[src/rtl/mac_fir_filter.sv]
// Multi-channel FIR filter: one time-multiplexed multiplier walks every tap of the
// addressed channel's circular delay line, then presents a rounded, saturated result.
module mac_fir_filter #(
  parameter int DATA_W   = 24,
  parameter int COEF_W   = 12,
  parameter int TAPS     = 32,
  parameter int CHANNELS = 2,
  parameter int FRAC     = 11,
  localparam int CW = (CHANNELS > 1) ? $clog2(CHANNELS) : 1,
  localparam int PW = $clog2(TAPS)
) (
  input  logic              clk,
  input  logic              rst_n,
  input  logic              in_valid,
  output logic              in_ready,
  input  logic [DATA_W-1:0] in_data,
  input  logic [CW-1:0]     in_ch,
  input  logic              coef_we,
  input  logic [PW-1:0]     coef_addr,
  input  logic [COEF_W-1:0] coef_data,
  output logic              out_valid,
  input  logic              out_ready,
  output logic [DATA_W-1:0] out_data,
  output logic [CW-1:0]     out_ch,
  output logic              out_sat
);

  // Coefficients carry one extra bit so the reset gain of exactly +2^FRAC is representable.
  localparam int KW  = COEF_W + 1;
  localparam int PRW = DATA_W + KW;
  localparam int AW  = DATA_W + COEF_W + PW;
  localparam int RW  = AW + 1;
  localparam logic signed [KW-1:0] C_ONE = {{(KW-1){1'b0}}, 1'b1} << FRAC;
  localparam logic signed [RW-1:0] RND_C = {{(RW-1){1'b0}}, 1'b1} << (FRAC - 1);

  typedef enum logic [1:0] {ST_IDLE = 2'd0, ST_MAC = 2'd1, ST_OUT = 2'd2} state_t;

  state_t                   state_r, state_nx_s;
  logic                     in_ready_r, out_valid_r, out_sat_r, prod_v_r;
  logic [DATA_W-1:0]        out_data_r;
  logic [CW-1:0]            out_ch_r, ch_r;
  logic signed [AW-1:0]     acc_r;
  logic signed [PRW-1:0]    prod_r;
  logic [PW-1:0]            k_r, rd_idx_r;
  logic [PW-1:0]            wr_ptr_r [CHANNELS];
  logic signed [DATA_W-1:0] buf_r    [CHANNELS][TAPS];
  logic signed [KW-1:0]     coef_r   [TAPS];

  logic                     ch_ok_s, addr_ok_s, take_s, last_s;
  logic signed [KW-1:0]     c_in_s;
  logic signed [PRW-1:0]    x_ext_s, c_ext_s, prod_s;
  logic signed [AW-1:0]     prod_ext_s, sum_s;
  logic signed [RW-1:0]     sum_ext_s, rnd_s, sh_s;
  logic [DATA_W:0]          res_s;

  function automatic logic [PW-1:0] ptr_inc(input logic [PW-1:0] p);
    ptr_inc = (p == PW'(TAPS - 1)) ? {PW{1'b0}} : p + PW'(1);
  endfunction

  function automatic logic [PW-1:0] ptr_dec(input logic [PW-1:0] p);
    ptr_dec = (p == {PW{1'b0}}) ? PW'(TAPS - 1) : p - PW'(1);
  endfunction

  // Returns {clamped, value}; any bit above the result's sign that disagrees forces a clamp.
  function automatic logic [DATA_W:0] saturate(input logic signed [RW-1:0] v);
    logic [RW-DATA_W:0] top;
    top = v[RW-1:DATA_W-1];
    if ((&top) || (~|top)) saturate = {1'b0, v[DATA_W-1:0]};
    else if (v[RW-1])      saturate = {1'b1, 1'b1, {(DATA_W-1){1'b0}}};
    else                   saturate = {1'b1, 1'b0, {(DATA_W-1){1'b1}}};
  endfunction

  // Handshake qualification and the multiply / round / saturate datapath.
  always_comb begin
    ch_ok_s    = (int'(in_ch) < CHANNELS);
    addr_ok_s  = (int'(coef_addr) < TAPS);
    take_s     = in_valid && in_ready_r && ch_ok_s;
    last_s     = (k_r == PW'(TAPS - 1));
    c_in_s     = signed'(coef_data);
    x_ext_s    = buf_r[ch_r][rd_idx_r];
    c_ext_s    = coef_r[k_r];
    prod_s     = x_ext_s * c_ext_s;
    prod_ext_s = prod_r;
    sum_s      = acc_r + prod_ext_s;
    sum_ext_s  = sum_s;
    rnd_s      = sum_ext_s + RND_C;
    sh_s       = rnd_s >>> FRAC;
    res_s      = saturate(sh_s);
  end

  // Next-state logic.
  always_comb begin
    state_nx_s = state_r;
    case (state_r)
      ST_IDLE: begin
        if (take_s) state_nx_s = ST_MAC;
        else        state_nx_s = ST_IDLE;
      end
      ST_MAC: begin
        if (last_s) state_nx_s = ST_OUT;
        else        state_nx_s = ST_MAC;
      end
      ST_OUT: begin
        if (out_valid_r && out_ready) state_nx_s = ST_IDLE;
        else                          state_nx_s = ST_OUT;
      end
      default: state_nx_s = ST_IDLE;
    endcase
  end

  // State register, delay lines, coefficient bank and registered outputs.
  always_ff @(posedge clk or negedge rst_n) begin
    if (!rst_n) begin
      state_r     <= ST_IDLE;
      in_ready_r  <= 1'b0;
      out_valid_r <= 1'b0;
      out_data_r  <= {DATA_W{1'b0}};
      out_ch_r    <= {CW{1'b0}};
      out_sat_r   <= 1'b0;
      acc_r       <= {AW{1'b0}};
      prod_r      <= {PRW{1'b0}};
      prod_v_r    <= 1'b0;
      k_r         <= {PW{1'b0}};
      rd_idx_r    <= {PW{1'b0}};
      ch_r        <= {CW{1'b0}};
      for (int ci = 0; ci < CHANNELS; ci++) begin
        wr_ptr_r[ci] <= {PW{1'b0}};
        for (int ti = 0; ti < TAPS; ti++) buf_r[ci][ti] <= {DATA_W{1'b0}};
      end
      for (int ti = 0; ti < TAPS; ti++) coef_r[ti] <= {KW{1'b0}};
      coef_r[0] <= C_ONE;
    end else begin
      state_r    <= state_nx_s;
      in_ready_r <= (state_nx_s == ST_IDLE);
      case (state_r)
        ST_IDLE: begin
          if (take_s) begin
            buf_r[in_ch][wr_ptr_r[in_ch]] <= in_data;
            wr_ptr_r[in_ch] <= ptr_inc(wr_ptr_r[in_ch]);
            rd_idx_r        <= wr_ptr_r[in_ch];
            ch_r            <= in_ch;
            acc_r           <= {AW{1'b0}};
            prod_v_r        <= 1'b0;
            k_r             <= {PW{1'b0}};
          end
        end
        ST_MAC: begin
          // The product is registered, so the last tap is folded in on the first OUT cycle.
          prod_r   <= prod_s;
          prod_v_r <= 1'b1;
          if (prod_v_r) acc_r <= sum_s;
          k_r      <= k_r + PW'(1);
          rd_idx_r <= ptr_dec(rd_idx_r);
        end
        ST_OUT: begin
          if (prod_v_r) begin
            acc_r       <= sum_s;
            prod_v_r    <= 1'b0;
            out_valid_r <= 1'b1;
            out_data_r  <= res_s[DATA_W-1:0];
            out_sat_r   <= res_s[DATA_W];
            out_ch_r    <= ch_r;
          end else if (out_valid_r && out_ready) begin
            out_valid_r <= 1'b0;
          end
        end
        default: ;
      endcase
      if (coef_we && (state_r == ST_IDLE) && addr_ok_s) coef_r[coef_addr] <= c_in_s;
    end
  end

  assign in_ready  = in_ready_r;
  assign out_valid = out_valid_r;
  assign out_data  = out_data_r;
  assign out_ch    = out_ch_r;
  assign out_sat   = out_sat_r;

endmodule

[config.mk]
export PLATFORM = sky130hd
export DESIGN_NAME = mac_fir_filter
export DESIGN_NICKNAME = d
export VERILOG_FILES = /design/src/rtl/mac_fir_filter.sv
export SDC_FILE = /design/constraint.sdc
export NUM_CORES = 2
export LEC_CHECK = 0
export ABC_CLOCK_PERIOD_IN_PS = 11200
export CAP_MARGIN = 0
export CORE_UTILIZATION = 45
export CTS_CLUSTER_DIAMETER = 60
export CTS_CLUSTER_SIZE = 14
export DETAILED_ROUTE_END_ITERATION = 6
export PLACE_DENSITY_LB_ADDON = 0.1
export SETUP_SLACK_MARGIN = 0.4
export SLEW_MARGIN = 20
export SYNTH_ARGS = -nofsm -noshare
export SYNTH_HDL_FRONTEND = slang
export SYNTH_SLANG_ARGS = --single-unit
[constraint.sdc]
create_clock -name clk -period 11.2 [get_ports clk]
set_clock_uncertainty 0.05 [all_clocks]
set_input_delay 2.24 -clock clk [delete_from_list [all_inputs] [get_ports clk]]
set_output_delay 2.24 -clock clk [all_outputs]
set_load 0.02 [all_outputs]
==> impl_metrics.toml <==
[finish]
fillers = 19700
nets = 7507
fin_util = 0.496
finalNonFillerCells = 10200
area_growth_pct = 9.49
design_area_um2 = 115000
drive_gt1_frac = 0.449

[die]
die_x_um = 486
die-area_um2 = 236000
core_area_um2 = 233000
rows = 177
start_util = 0.453
die_h_um = 486
ios = 75

[synthesis]
synthArstFlopShare = 1.00
syn_nets = 7667
syn_area_per_cell_um2 = 14.6
yosys_most_used_dff = "dfrtp_1"
syn_inst = 7194
synth.distinct_cells = 88
synth_seq_area_share = 0.487
synth-edff-count = 0
yosys_warnings = 0
netlist_area_um2 = 105000
ys_ff_latch = 2051

[clock_network]
cts_sinks = 2051
ctsResizeCount = 0
htreeDepth = 4
numCtsBuffers = 181
hold_buffers = 0
insertion_delay_ps = 850
cts_setup_buffers = 0
cts_tree = "yes"
path_clk_slew_ps = 70
clockBufferDepth = 3
root_buffer = "clkbuf_16"

[place]
place_hpwl_um = 178000
port_buffers = 74
dpl_cell_area_um2 = 110000
finalWeightedCongestion = 0.845
dp.cells = 9894

[drt]
drtAntennaViolNets = 0
drtIter0Drc = 4016
finalWirelength_um = 287000
vias = 60100
wl_per_cell_um = 28.3
firstDrtPassIters = 5
drc = 0
viasPerCell = 5.92

[grt]
grt_max_degree = 174
grt_overflow_total = 0
grt_pass1_wl_um = 440000
grt_antenna_before_repair = 13
grt_usage = 0.250
grt_pass1_vias = 65600

[critical_path]
crit_start = "ch_r"
path_delay_family = "adder cells"
critPathBufInv = 8
regToRegStartpoint = "ch_r"
cp-start-kind = "flop"
slowest_delay_ps = 890
r2r_cells = 31
cp.required_ps = 11850
crit_slowest_cell = "dfrtp_4"
reg2reg_slack_ps = 1410
critPathCaptureType = "flop"
crit_fanout = 29
critPathArrivalTime_ps = 10440
rr_endpoint = "prod_r[36]"
critPathKind = "reg -> reg"
path_common_cell = "inv_1"

[worst_hold_path]
hold_start = "acc_r[5]"
holdPathEnd = "acc_r[5]"
hold_depth = 2
hp-class = "reg -> reg"

[timing]
max_slew_margin = 0.304
tightest_slew_ps = 1040
drv_slew = 0
rsz0062_at_grt = "false"
fmax_mhz = 102
period_needed_ps = 9790
finalHoldViolCount = 0
period_share = 0.874
setup_violations = 0
setup-tns-final_ps = 0

[power]
p_leak_nw = 54.6
pwr_density_cell_nw_per_um2 = 179
irDropWorstVdd_mv = 0.140

[run_status]
status = "complete, no violations"

[job]
drv_cap = 0
==> how the worst max path moves through the flow <==
stage	cells past startpoint	end	slack, ps
floorplan	35	prod_r[31]	1880
global placement	31	prod_r[36]	1490
detailed placement	31	prod_r[36]	1460
CTS	31	prod_r[36]	1400
global route	32	prod_r[31]	800
finish	31	prod_r[36]	1410
==> cell usage after synthesis, types with 8 or more instances <==
cell	instances	share of area
a22o_1	24	0.0020
clkbuf_1	501	0.018
nand2b_1	38	0.0023
dfrtp_1	2050	0.49
and2_1	29	0.0017
nand4_1	12	0.00071
o21ai_1	10	0.00048
nor2b_1	78	0.0046
buf_1	75	0.0027
mux4_2	620	0.13
nand2_1	297	0.011
xor2_1	30	0.0025
fa_1	284	0.054
ha_1	142	0.017
o21a_1	9	0.00064
a21oi_1	80	0.0038
mux2_2	1968	0.21
a21o_1	25	0.0018
mux2i_1	12	0.0011
and3_1	28	0.0017
buf_2	15	0.00071
o211ai_1	13	0.00093
or3_1	8	0.00048
a311oi_1	25	0.0021
inv_1	286	0.010
nor3_1	25	0.0012
o31ai_1	10	0.00071
nand3_1	37	0.0018
nor2_1	209	0.0074
o21ai_0	60	0.0029
xnor2_1	55	0.0046
a31oi_1	8	0.00048
or2_2	9	0.00053
==> metrics by stage <==
step                      power [W]  hold WS, ps  worst slack, ps
after detailed placement     0.0146          419             1460
after floorplan              0.0126          395             1880
after global routing         0.0217          460              801
after CTS                    0.0209          435             1400
after global placement       0.0146          408             1490
final                        0.0206          437             1410
==> flip-flops by register name, indices dropped and copies added, names as in the netlist <==
register / count
k_r: 5
state_r: 2
acc_r: 41
coef_r: 385
prod_r: 37
prod_v_r: 1
out_sat: 1
out_valid: 1
wr_ptr_r: 10
buf_r: 1536
in_ready: 1
rd_idx_r: 5
out_data: 24
ch_r: 1
out_ch: 1
==> placed cells by master (no fill, tap or decap), types with 38 or more instances in the layout <==
master / synthesis / layout
nor2_1: 209 / 129
nor2_4: 1 / 65
inv_1: 286 / 286
buf_4: 5 / 162
o21ai_0: 60 / 57
nand2b_1: 38 / 38
dfrtp_1: 2050 / 2043
xnor2_1: 55 / 55
ha_1: 142 / 141
nand2_1: 297 / 297
a21oi_1: 80 / 80
clkbuf_16: 0 / 182
mux4_2: 620 / 620
fa_1: 284 / 284
mux2_2: 1968 / 1968
nor2b_1: 78 / 75
clkdlybuf4s50_1: 0 / 38
==> report_power, final <==
| part | switching, W | leakage (nW) | total [W] | internal, W |
|---|---|---|---|---|
| logic | 0.00352 | 23.5 | 0.00609 | 0.00257 |
| clock network | 0.00292 | 2.73 | 0.00622 | 0.00330 |
| registers | 0.000453 | 28.4 | 0.00832 | 0.00786 |
| total | 0.00690 | 54.6 | 0.0206 | 0.0137 |
==> area by class of cell <==
class / instances / area, µm² / area share
Tap cell: 3043 / 3810 / 0.0330
Timing Repair Buffer: 259 / 2300 / 0.0200
Multi-Input combinational cell: 4252 / 51100 / 0.443
Clock inverter: 55 / 832 / 0.00721
Clock buffer: 216 / 4810 / 0.0417
Sequential cell: 2051 / 51300 / 0.445
Inverter: 289 / 1080 / 0.00941
Antenna cell: 1 / 2.50 / 0.0000217
==> routing by layer <==
metal / up-vias / global-route usage / routed length, µm / part of all wire
li1: 25500 / - / - / -
met3: 381 / 0.0310 / 9680 / 0.034
met2: 1003 / 0.416 / 141000 / 0.49
met5: - / 0 / 55 / 0.00019
met1: 33200 / 0.346 / 129000 / 0.45
met4: 10 / 0.0651 / 7650 / 0.027
==> kinds of logic (layout without fill, tap and decap cells) <==
group           Yosys count  after routing  synth area share
compound gates          330            330            0.0217
buf+inv                 891            819            0.0325
flops                  2051           2051             0.487
simple gates            808            808            0.0360
mux                    2600           2600             0.344
other cells               0              1                 0
fa+ha+maj               426            426            0.0708
xor+xnor                 88             88           0.00753
==> worst reg2reg max path: cells and delay by family (launching register included) <==
| family | cells | cell delay, ps |
|---|---|---|
| compound gates | 9 | 2200 |
| xor+xnor | 1 | 80 |
| fa+ha+maj | 7 | 3110 |
| buf+inv | 8 | 1140 |
| flops | 1 | 890 |
| mux | 4 | 1950 |
| simple gates | 2 | 220 |
Note: power is estimated with default switching activity, not from simulation.
